File: src/rtl/rnn_pkg.sv
// Shared Q-format constants, FSM state encoding and saturation helpers for
// the RNN compute blocks.
package rnn_pkg;

  localparam int DATA_W        = 16;
  localparam int FRAC_BITS_DEF = 8;

  localparam logic signed [DATA_W-1:0] Q_MIN = 16'sh8000;
  localparam logic signed [DATA_W-1:0] Q_MAX = 16'sh7FFF;

  typedef enum logic [1:0] {
    ST_IDLE = 2'd0,
    ST_ACC  = 2'd1,
    ST_WB   = 2'd2,
    ST_DONE = 2'd3
  } state_e;

  // Callers sign-extend their wide result into 64 bits before clamping.
  function automatic logic sat_hit(input logic signed [63:0] v);
    return (v > 64'sd32767) || (v < -64'sd32768);
  endfunction

  function automatic logic [DATA_W-1:0] sat16(input logic signed [63:0] v);
    logic [DATA_W-1:0] r;
    if (v > 64'sd32767) begin
      r = Q_MAX;
    end else if (v < -64'sd32768) begin
      r = Q_MIN;
    end else begin
      r = v[DATA_W-1:0];
    end
    return r;
  endfunction

endpackage

File: src/rtl/matvec_engine_fxp_mac.sv
// Registered signed 16x16 multiply-accumulate with synchronous clear and
// enable. The accumulator is wide enough that a full row cannot overflow.
module fxp_mac #(
  parameter int ACC_W = 37
) (
  input  logic             clk,
  input  logic             rst_n,
  input  logic             clear,
  input  logic             en,
  input  logic [15:0]      a,
  input  logic [15:0]      b,
  output logic [ACC_W-1:0] acc
);

  logic signed [31:0]      prod;
  logic        [ACC_W-1:0] prod_ext;
  logic        [ACC_W-1:0] acc_d;
  logic        [ACC_W-1:0] acc_q;

  assign prod     = $signed(a) * $signed(b);
  assign prod_ext = {{(ACC_W-32){prod[31]}}, prod};

  // Clear wins over enable so a new row can never inherit a stale sum.
  always_comb begin
    acc_d = acc_q;
    if (clear) begin
      acc_d = '0;
    end else if (en) begin
      acc_d = acc_q + prod_ext;
    end
  end

  always_ff @(posedge clk) begin
    if (!rst_n) begin
      acc_q <= '0;
    end else begin
      acc_q <= acc_d;
    end
  end

  assign acc = acc_q;

endmodule

File: src/rtl/matvec_engine.sv
// Fixed-point y = W*x + b engine: walks W row by row, one MAC per cycle,
// then adds the bias, shifts back to Q format, saturates and writes y.
module matvec_engine
  import rnn_pkg::*;
#(
  parameter int ROW_BITS  = 2,
  parameter int COL_BITS  = 4,
  parameter int FRAC_BITS = FRAC_BITS_DEF
) (
  input  logic                clk,
  input  logic                rst_n,
  input  logic                start,
  output logic                busy,
  output logic                done,
  output logic                ovf,
  output logic [ROW_BITS-1:0] w_sel_r,
  output logic [COL_BITS-1:0] w_sel_c,
  input  logic [15:0]         w_data,
  output logic [COL_BITS-1:0] x_sel,
  input  logic [15:0]         x_data,
  output logic [ROW_BITS-1:0] b_sel,
  input  logic [15:0]         b_data,
  output logic                y_write,
  output logic [ROW_BITS-1:0] y_sel,
  output logic [15:0]         y_data,
  output logic [1:0]          dbg_state
);

  localparam int ACC_W = 32 + COL_BITS + 1;
  localparam int SUM_W = ACC_W + 1;
  localparam logic [ROW_BITS-1:0] ROW_LAST = {ROW_BITS{1'b1}};
  localparam logic [COL_BITS-1:0] COL_LAST = {COL_BITS{1'b1}};

  state_e              state_q, state_d;
  logic [ROW_BITS-1:0] row_q, row_d;
  logic [COL_BITS-1:0] col_q, col_d;
  logic                ovf_q, ovf_d;

  logic                mac_clr;
  logic                mac_en;
  logic [ACC_W-1:0]    acc;

  logic signed [SUM_W-1:0] acc_ext;
  logic signed [SUM_W-1:0] bias_ext;
  logic signed [SUM_W-1:0] bias_sh;
  logic signed [SUM_W-1:0] sum;
  logic signed [SUM_W-1:0] shifted;
  logic signed [63:0]      shifted_64;
  logic                    clamp;

  fxp_mac #(
    .ACC_W (ACC_W)
  ) u_mac (
    .clk   (clk),
    .rst_n (rst_n),
    .clear (mac_clr),
    .en    (mac_en),
    .a     (w_data),
    .b     (x_data),
    .acc   (acc)
  );

  // Bias is aligned to the product's 2*FRAC_BITS scale before the add;
  // the arithmetic right shift floors toward -inf with no rounding.
  always_comb begin
    acc_ext    = {acc[ACC_W-1], acc};
    bias_ext   = {{(SUM_W-16){b_data[15]}}, b_data};
    bias_sh    = bias_ext <<< FRAC_BITS;
    sum        = acc_ext + bias_sh;
    shifted    = sum >>> FRAC_BITS;
    shifted_64 = {{(64-SUM_W){shifted[SUM_W-1]}}, shifted};
    clamp      = sat_hit(shifted_64);
  end

  always_comb begin
    state_d = state_q;
    row_d   = row_q;
    col_d   = col_q;
    ovf_d   = ovf_q;
    mac_clr = 1'b0;
    mac_en  = 1'b0;
    done    = 1'b0;
    y_write = 1'b0;
    case (state_q)
      ST_IDLE: begin
        if (start) begin
          state_d = ST_ACC;
          row_d   = '0;
          col_d   = '0;
          ovf_d   = 1'b0;
          mac_clr = 1'b1;
        end
      end
      ST_ACC: begin
        mac_en = 1'b1;
        col_d  = col_q + 1'b1;
        if (col_q == COL_LAST) begin
          state_d = ST_WB;
        end
      end
      ST_WB: begin
        y_write = 1'b1;
        mac_clr = 1'b1;
        if (clamp) begin
          ovf_d = 1'b1;
        end
        if (row_q == ROW_LAST) begin
          state_d = ST_DONE;
        end else begin
          row_d   = row_q + 1'b1;
          col_d   = '0;
          state_d = ST_ACC;
        end
      end
      ST_DONE: begin
        done    = 1'b1;
        state_d = ST_IDLE;
      end
      default: begin
        state_d = ST_IDLE;
      end
    endcase
  end

  always_ff @(posedge clk) begin
    if (!rst_n) begin
      state_q <= ST_IDLE;
      row_q   <= '0;
      col_q   <= '0;
      ovf_q   <= 1'b0;
    end else begin
      state_q <= state_d;
      row_q   <= row_d;
      col_q   <= col_d;
      ovf_q   <= ovf_d;
    end
  end

  assign busy      = (state_q != ST_IDLE);
  assign ovf       = ovf_q;
  assign w_sel_r   = row_q;
  assign w_sel_c   = col_q;
  assign x_sel     = col_q;
  assign b_sel     = row_q;
  assign y_sel     = row_q;
  assign y_data    = y_write ? sat16(shifted_64) : 16'h0000;
  assign dbg_state = state_q;

endmodule

File: config.mk
export PLATFORM = sky130hd
export DESIGN_NAME = matvec_engine
export DESIGN_NICKNAME = d
export VERILOG_FILES = /design/src/rtl/rnn_pkg.sv /design/src/rtl/matvec_engine_fxp_mac.sv /design/src/rtl/matvec_engine.sv
export SDC_FILE = /design/constraint.sdc
export NUM_CORES = 1
export LEC_CHECK = 0
export BUFFER_PORTS_ARGS = -buffer_cell sky130_fd_sc_hd__buf_4
export CAP_MARGIN = 40
export CORE_MARGIN = 2
export CORE_UTILIZATION = 35
export DETAILED_ROUTE_END_ITERATION = 10
export HOLD_SLACK_MARGIN = 0.08
export PLACE_DENSITY_LB_ADDON = 0.12
export REMOVE_ABC_BUFFERS = 1
export SETUP_SLACK_MARGIN = 0.02
export SYNTH_ARGS = -nofsm -noshare
export SYNTH_HDL_FRONTEND = slang
export SYNTH_HIERARCHICAL = 1
export SYNTH_SLANG_ARGS = --single-unit
File: constraint.sdc
create_clock -name clk -period 12.4 [get_ports clk]
set_input_delay 1.86 -clock clk [delete_from_list [all_inputs] [get_ports clk]]
set_output_delay 1.86 -clock clk [all_outputs]
set_load 0.02 [all_outputs]
==> flow_summary.toml, run 1 <==
[timing]
grt_setup_unrepaired = "false"
fin_skew_ns = 0.00683
worst_slew_pin_slew_ns = 0.831
setup_viol = 0
fin_setup_tns_ns = 0
finalHoldViolations = 0
relSlewSlack = 0.446
drv_slew = 0
min_period_ns = 10.04
fmax_mhz = 99.6
fin_crit_sh = 0.809

[placed_design]
gp_congestion = 0.853
io_buffers = 86
place_inst = 2474
post-dp-hpwl_mm = 34.8

[detailed_routing]
drt-wirelength-per-cell_um = 16.9
via_per_inst = 5.07
wirelength_mm = 41.9
drtIter0Drc = 775
routed-via-count = 12600
dr.pass1.iters = 5
drcViolationCount = 0
ant_nets = 0

[cts]
ctsResizeCount = 0
clk_latency_ns = 0.31
clockBufferDepth = 2
holdBufCountCts = 0
cts_root_buf = "clkbuf_16"
h-tree-depth = 2
cts.sinks = 46
postCtsSetupBuffers = 0
cts_tree = "yes"
cts_made_buffers = 5
clk_pin_slew_ns = 0.07

[setup_path]
start_kind = "primary input"
crit_top_cell = "fa_1"
cp-startpoint = "x_data[15]"
cp_data_arrival_time_ns = 10.28
crit_required_ns = 12.64
cp_slowest_cell = "fa_1"
max_stage_delay_ns = 0.55
end_kind = "flop"
worstPathMaxFanout = 12
r2r_start = "u_mac/acc[8]"
critPathKind = "primary input to flop"

[logic_synthesis]
synth_area_um2 = 15700
synth-edff-count = 0
synth_ff_type = "dfxtp_1"
syn_inst = 1862
avgSynthCellArea_um2 = 8.42
yosys_warnings = 6
ys_async_sr_fraction = 0
synth_cell_types = 80
yosysSeqAreaShare = 0.0587
synth-seq-cells = 46

[run]
cap_violations = 0

[floorplanning]
start_util = 0.355
row_count = 77
die_y_um = 216
die_area_um2 = 46500
ioPinCount = 87
die_x_um = 216
core_area_um2 = 44200

[grt]
track_usage = 0.183
grt_max_degree = 39
grt-ovfl-total = 0
grt_pass1_wl_mm = 68.0
grt_pass1_vias = 12700
antenna_found_initial = 0

[min_path]
min_from = "u_mac/acc[25]"
hold_path.class = "flop to flop"

[finish]
fin_util = 0.383
drive_gt1_frac = 0.0693
layout_commonest_cell = "inv_1"
layout_common_cells = "inv_1, fa_1, nand2_1, ha_1, and2_1"
diodes = 0
instances_no_fill = 2482
final_nets = 2354
nFillCells = 4673
syn_to_final_growth_pct = 7.87

[run_status]
status = "complete, no violations"
[worst paths after layout]
path | to | slack [ns] | cells after the start
max | u_mac/acc[36] | 2.36 | 33
min | u_mac/acc[25] | 0.49 | 2
max reg2reg | ovf | 8.74 | 12
min reg2reg | u_mac/acc[25] | 0.49 | 2
[metrics by stage]
step / cell area [um^2] / hold slack [ns] / setup WS (ns)
after floorplan: 15400 / 0.457 / 2.91
after global placement: 16800 / 0.479 / 2.20
after detailed placement: 16800 / 0.490 / 2.05
after CTS: 16900 / 0.503 / 2.36
after global routing: 16900 / 0.518 / 1.85
final: 16900 / 0.494 / 2.36
[cells in the mapped netlist, types with 5 or more instances]
library cell,number,area share
and2_1,133,0.053
clkbuf_1,48,0.011
o211a_1,5,0.0032
buf_4,10,0.0048
inv_1,350,0.084
a21o_1,34,0.016
a31oi_1,12,0.0048
or3_1,7,0.0028
nor2_1,99,0.024
ha_1,150,0.12
a211oi_1,16,0.0077
fa_1,264,0.34
xor2_1,26,0.015
o21a_1,14,0.0067
a41oi_1,5,0.0028
o31ai_1,13,0.0062
nand3_1,21,0.0067
a21oi_2,5,0.0028
nand4_1,19,0.0076
a211o_1,7,0.0039
a21boi_0,5,0.0024
nor2b_1,12,0.0048
nand2b_1,20,0.0080
o21bai_1,12,0.0057
o21ai_1,6,0.0019
dfxtp_1,46,0.059
a21oi_1,87,0.028
o211ai_1,6,0.0029
xnor2_1,58,0.032
mux2i_1,25,0.016
o21ai_0,54,0.017
nor3_1,13,0.0041
nand2_1,192,0.046
[layout make-up]
class,instances,area [um^2],share of cell area
Sequential cell,46,921,0.0544
Clock buffer,6,139,0.00821
Tap cell,592,741,0.0438
Multi-Input combinational cell,1398,13100,0.776
Inverter,350,1310,0.0777
Clock inverter,2,12.5,0.000740
Timing Repair Buffer,88,661,0.0391
[flip-flops by register name, summed over array words and instances, names as in the netlist]
name,cells
dbg_state,2
ovf,1
w_sel_c,4
b_sel,2
u_mac/acc,37
[critical path: cells and delay by family]
kind	cells	cell delay (ns)
AOI/OAI and AO/OA	14	2.74
xor gates and xnor gates	2	0.32
adders and majority gates	8	3.85
buffers and inverters	4	0.60
and+or+nand+nor	5	0.90
[cell families after synthesis]
logic type	share of synthesized area
AO/OA/AOI/OAI	0.140
XOR/XNOR	0.0500
adder cells (fa/ha/maj)	0.457
buffers and inverters	0.105
flip-flops	0.0587
multiplexers	0.0160
AND/OR/NAND/NOR	0.174
[layer usage]
metal  vias to the layer above  GRT usage  routed length (um)  share of wire
met1                      6320      0.251               19100           0.46
met3                        30     0.0192                1250          0.030
met4                         0     0.0313                 584          0.014
met5                         -          0                   0              0
li1                       6024          -                   -              -
met2                       203      0.316               21000           0.50
Power of run 1 is left out: the tool's default activity adds up to more than one toggle a clock period on the data nets, which glitch-free logic cannot reach.
==> inputs of run 2 (changes only) <==
Clock period 12.4 ns to 8.33 ns, I/O delays scaled along.
==> flow_summary.toml, run 2 (synthesis gave the netlist of run 1 again) <==
[run_status]
status = "finished with violations"
violations = "negative setup slack"

[timing]
grt_setup_unrepaired = "true"
relSlewSlack = 0.462
drv_slew = 0
fin_setup_tns_ns = -0.321
fin_crit_sh = 1.03
worst_slew_pin_slew_ns = 0.808
min_period_ns = 8.60
layout_setup_ws_ns = -0.268
hold_slack_ns = 0.497
finalHoldViolations = 0
fin_skew_ns = 0.00757
fmax_mhz = 116
setup_viol = 2

[detailed_routing]
top_layer_used = "met4"
dr_wl_met2_mm = 21.0
ant_nets = 0
drtIter0Drc = 645
drt-wirelength-per-cell_um = 15.0
via_per_inst = 4.84
wl_met1_mm = 19.0
met3WireLength_um = 646
routed-via-count = 13200
dr.pass1.iters = 5
wirelength_mm = 41.1
drcViolationCount = 0

[min_path]
hold_path_depth = 2
worst_hold_path.endpoint = "u_mac/acc[2]"
min_from = "u_mac/acc[2]"
hold_path.class = "flop to flop"

[finish]
largest_reg_flops = 37
drive_gt1_frac = 0.235
final_nets = 2603
layout_common_cells = "inv_1, buf_4, fa_1, nand2_1, ha_1"
layout_commonest_cell = "inv_1"
syn_to_final_growth_pct = 24.5

[run]
cap_violations = 0

[grt]
grt-ovfl-total = 0
grt_pass1_wl_mm = 69.0
antenna_found_initial = 0
track_usage = 0.180
grt_max_degree = 39
grt_pass1_vias = 13800

[setup_path]
crit_required_ns = 8.58
r2r_slack_ns = 4.60
ff2ff_path_depth = 12
r2r_start = "u_mac/acc[8]"
crit_top_cell = "fa_1"
worstPathMaxFanout = 10
end_kind = "flop"
r2r_end = "ovf"
critPathBufInv = 10
path_delay_family = "adder cells"
critPathKind = "primary input to flop"
cp_data_arrival_time_ns = 8.85
cp_slowest_cell = "fa_1"
max_stage_delay_ns = 0.55
start_kind = "primary input"

[floorplanning]
die_area_um2 = 46500
ioPinCount = 87
die_y_um = 216
core_area_um2 = 44200
die_x_um = 216
row_count = 77
start_util = 0.355

[placed_design]
post-dp-hpwl_mm = 35.5
gp_congestion = 0.842
io_buffers = 86

[cts]
cts_made_buffers = 5
cts_tree = "yes"
clk_latency_ns = 0.31
clockBufferDepth = 2
cts.sinks = 46
h-tree-depth = 2
cts_root_buf = "clkbuf_16"
clk_pin_slew_ns = 0.07
## run 2: how the worst max path moves through the flow
stage | start | end | slack (ns) | depth (start not counted)
5_1_grt | w_data[7] | u_mac/acc[36] | -0.56 | 35
6_report | w_data[7] | u_mac/acc[36] | -0.27 | 35
2_1_floorplan | w_data[6] | u_mac/acc[36] | -0.55 | 33
4_1_cts | w_data[7] | u_mac/acc[36] | -0.32 | 34
3_3_place_gp | w_data[6] | u_mac/acc[36] | -1.08 | 33
3_5_place_dp | w_data[6] | u_mac/acc[36] | -1.22 | 34
## run 2: timing repair
item                                    CTS  global route
buffers inserted                         17             8
cloned                                    1             0
endpoints found under the setup margin   13            15
pin swaps                               100            81
hold buffers                              0             0
resized for setup                       106            74
## run 2: worst reg2reg max path, delay by kind of cell (launching register included)
kind,cells,cell delay [ns]
xor gates and xnor gates,1,0.20
and+or+nand+nor,5,1.57
buffers and inverters,1,0.07
AOI/OAI and AO/OA,3,0.77
DFF,1,0.40
adders and majority gates,2,0.61
## run 2: metal layers
| layer | track usage | vias up |
|---|---|---|
| li1 | - | 6523 |
| met2 | 0.321 | 124 |
| met4 | 0.0290 | 0 |
| met5 | 0 | - |
| met1 | 0.243 | 6551 |
| met3 | 0.0123 | 31 |
## run 2: metrics by stage
step,cell area [um^2],util,std cells,setup WS (ns)
3_5_place_dp,18500,0.418,2702,-1.22
5_1_grt,19500,0.442,2731,-0.559
6_report,19500,0.442,2732,-0.268
2_1_floorplan,15400,-,1794,-0.546
3_3_place_gp,18500,0.418,2702,-1.08
4_1_cts,19200,0.434,2728,-0.320
## run 2: final cells by class
class / instances / area, um^2
Fill cell: 4448 / 24700
Multi-Input combinational cell: 1398 / 13700
Timing Repair Buffer: 337 / 2690
Inverter: 350 / 1320
Sequential cell: 46 / 921
Tap cell: 592 / 741
Clock buffer: 5 / 125
Clock inverter: 3 / 21.3
Antenna cell: 1 / 2.50
Power of run 2 is left out for the same reason.
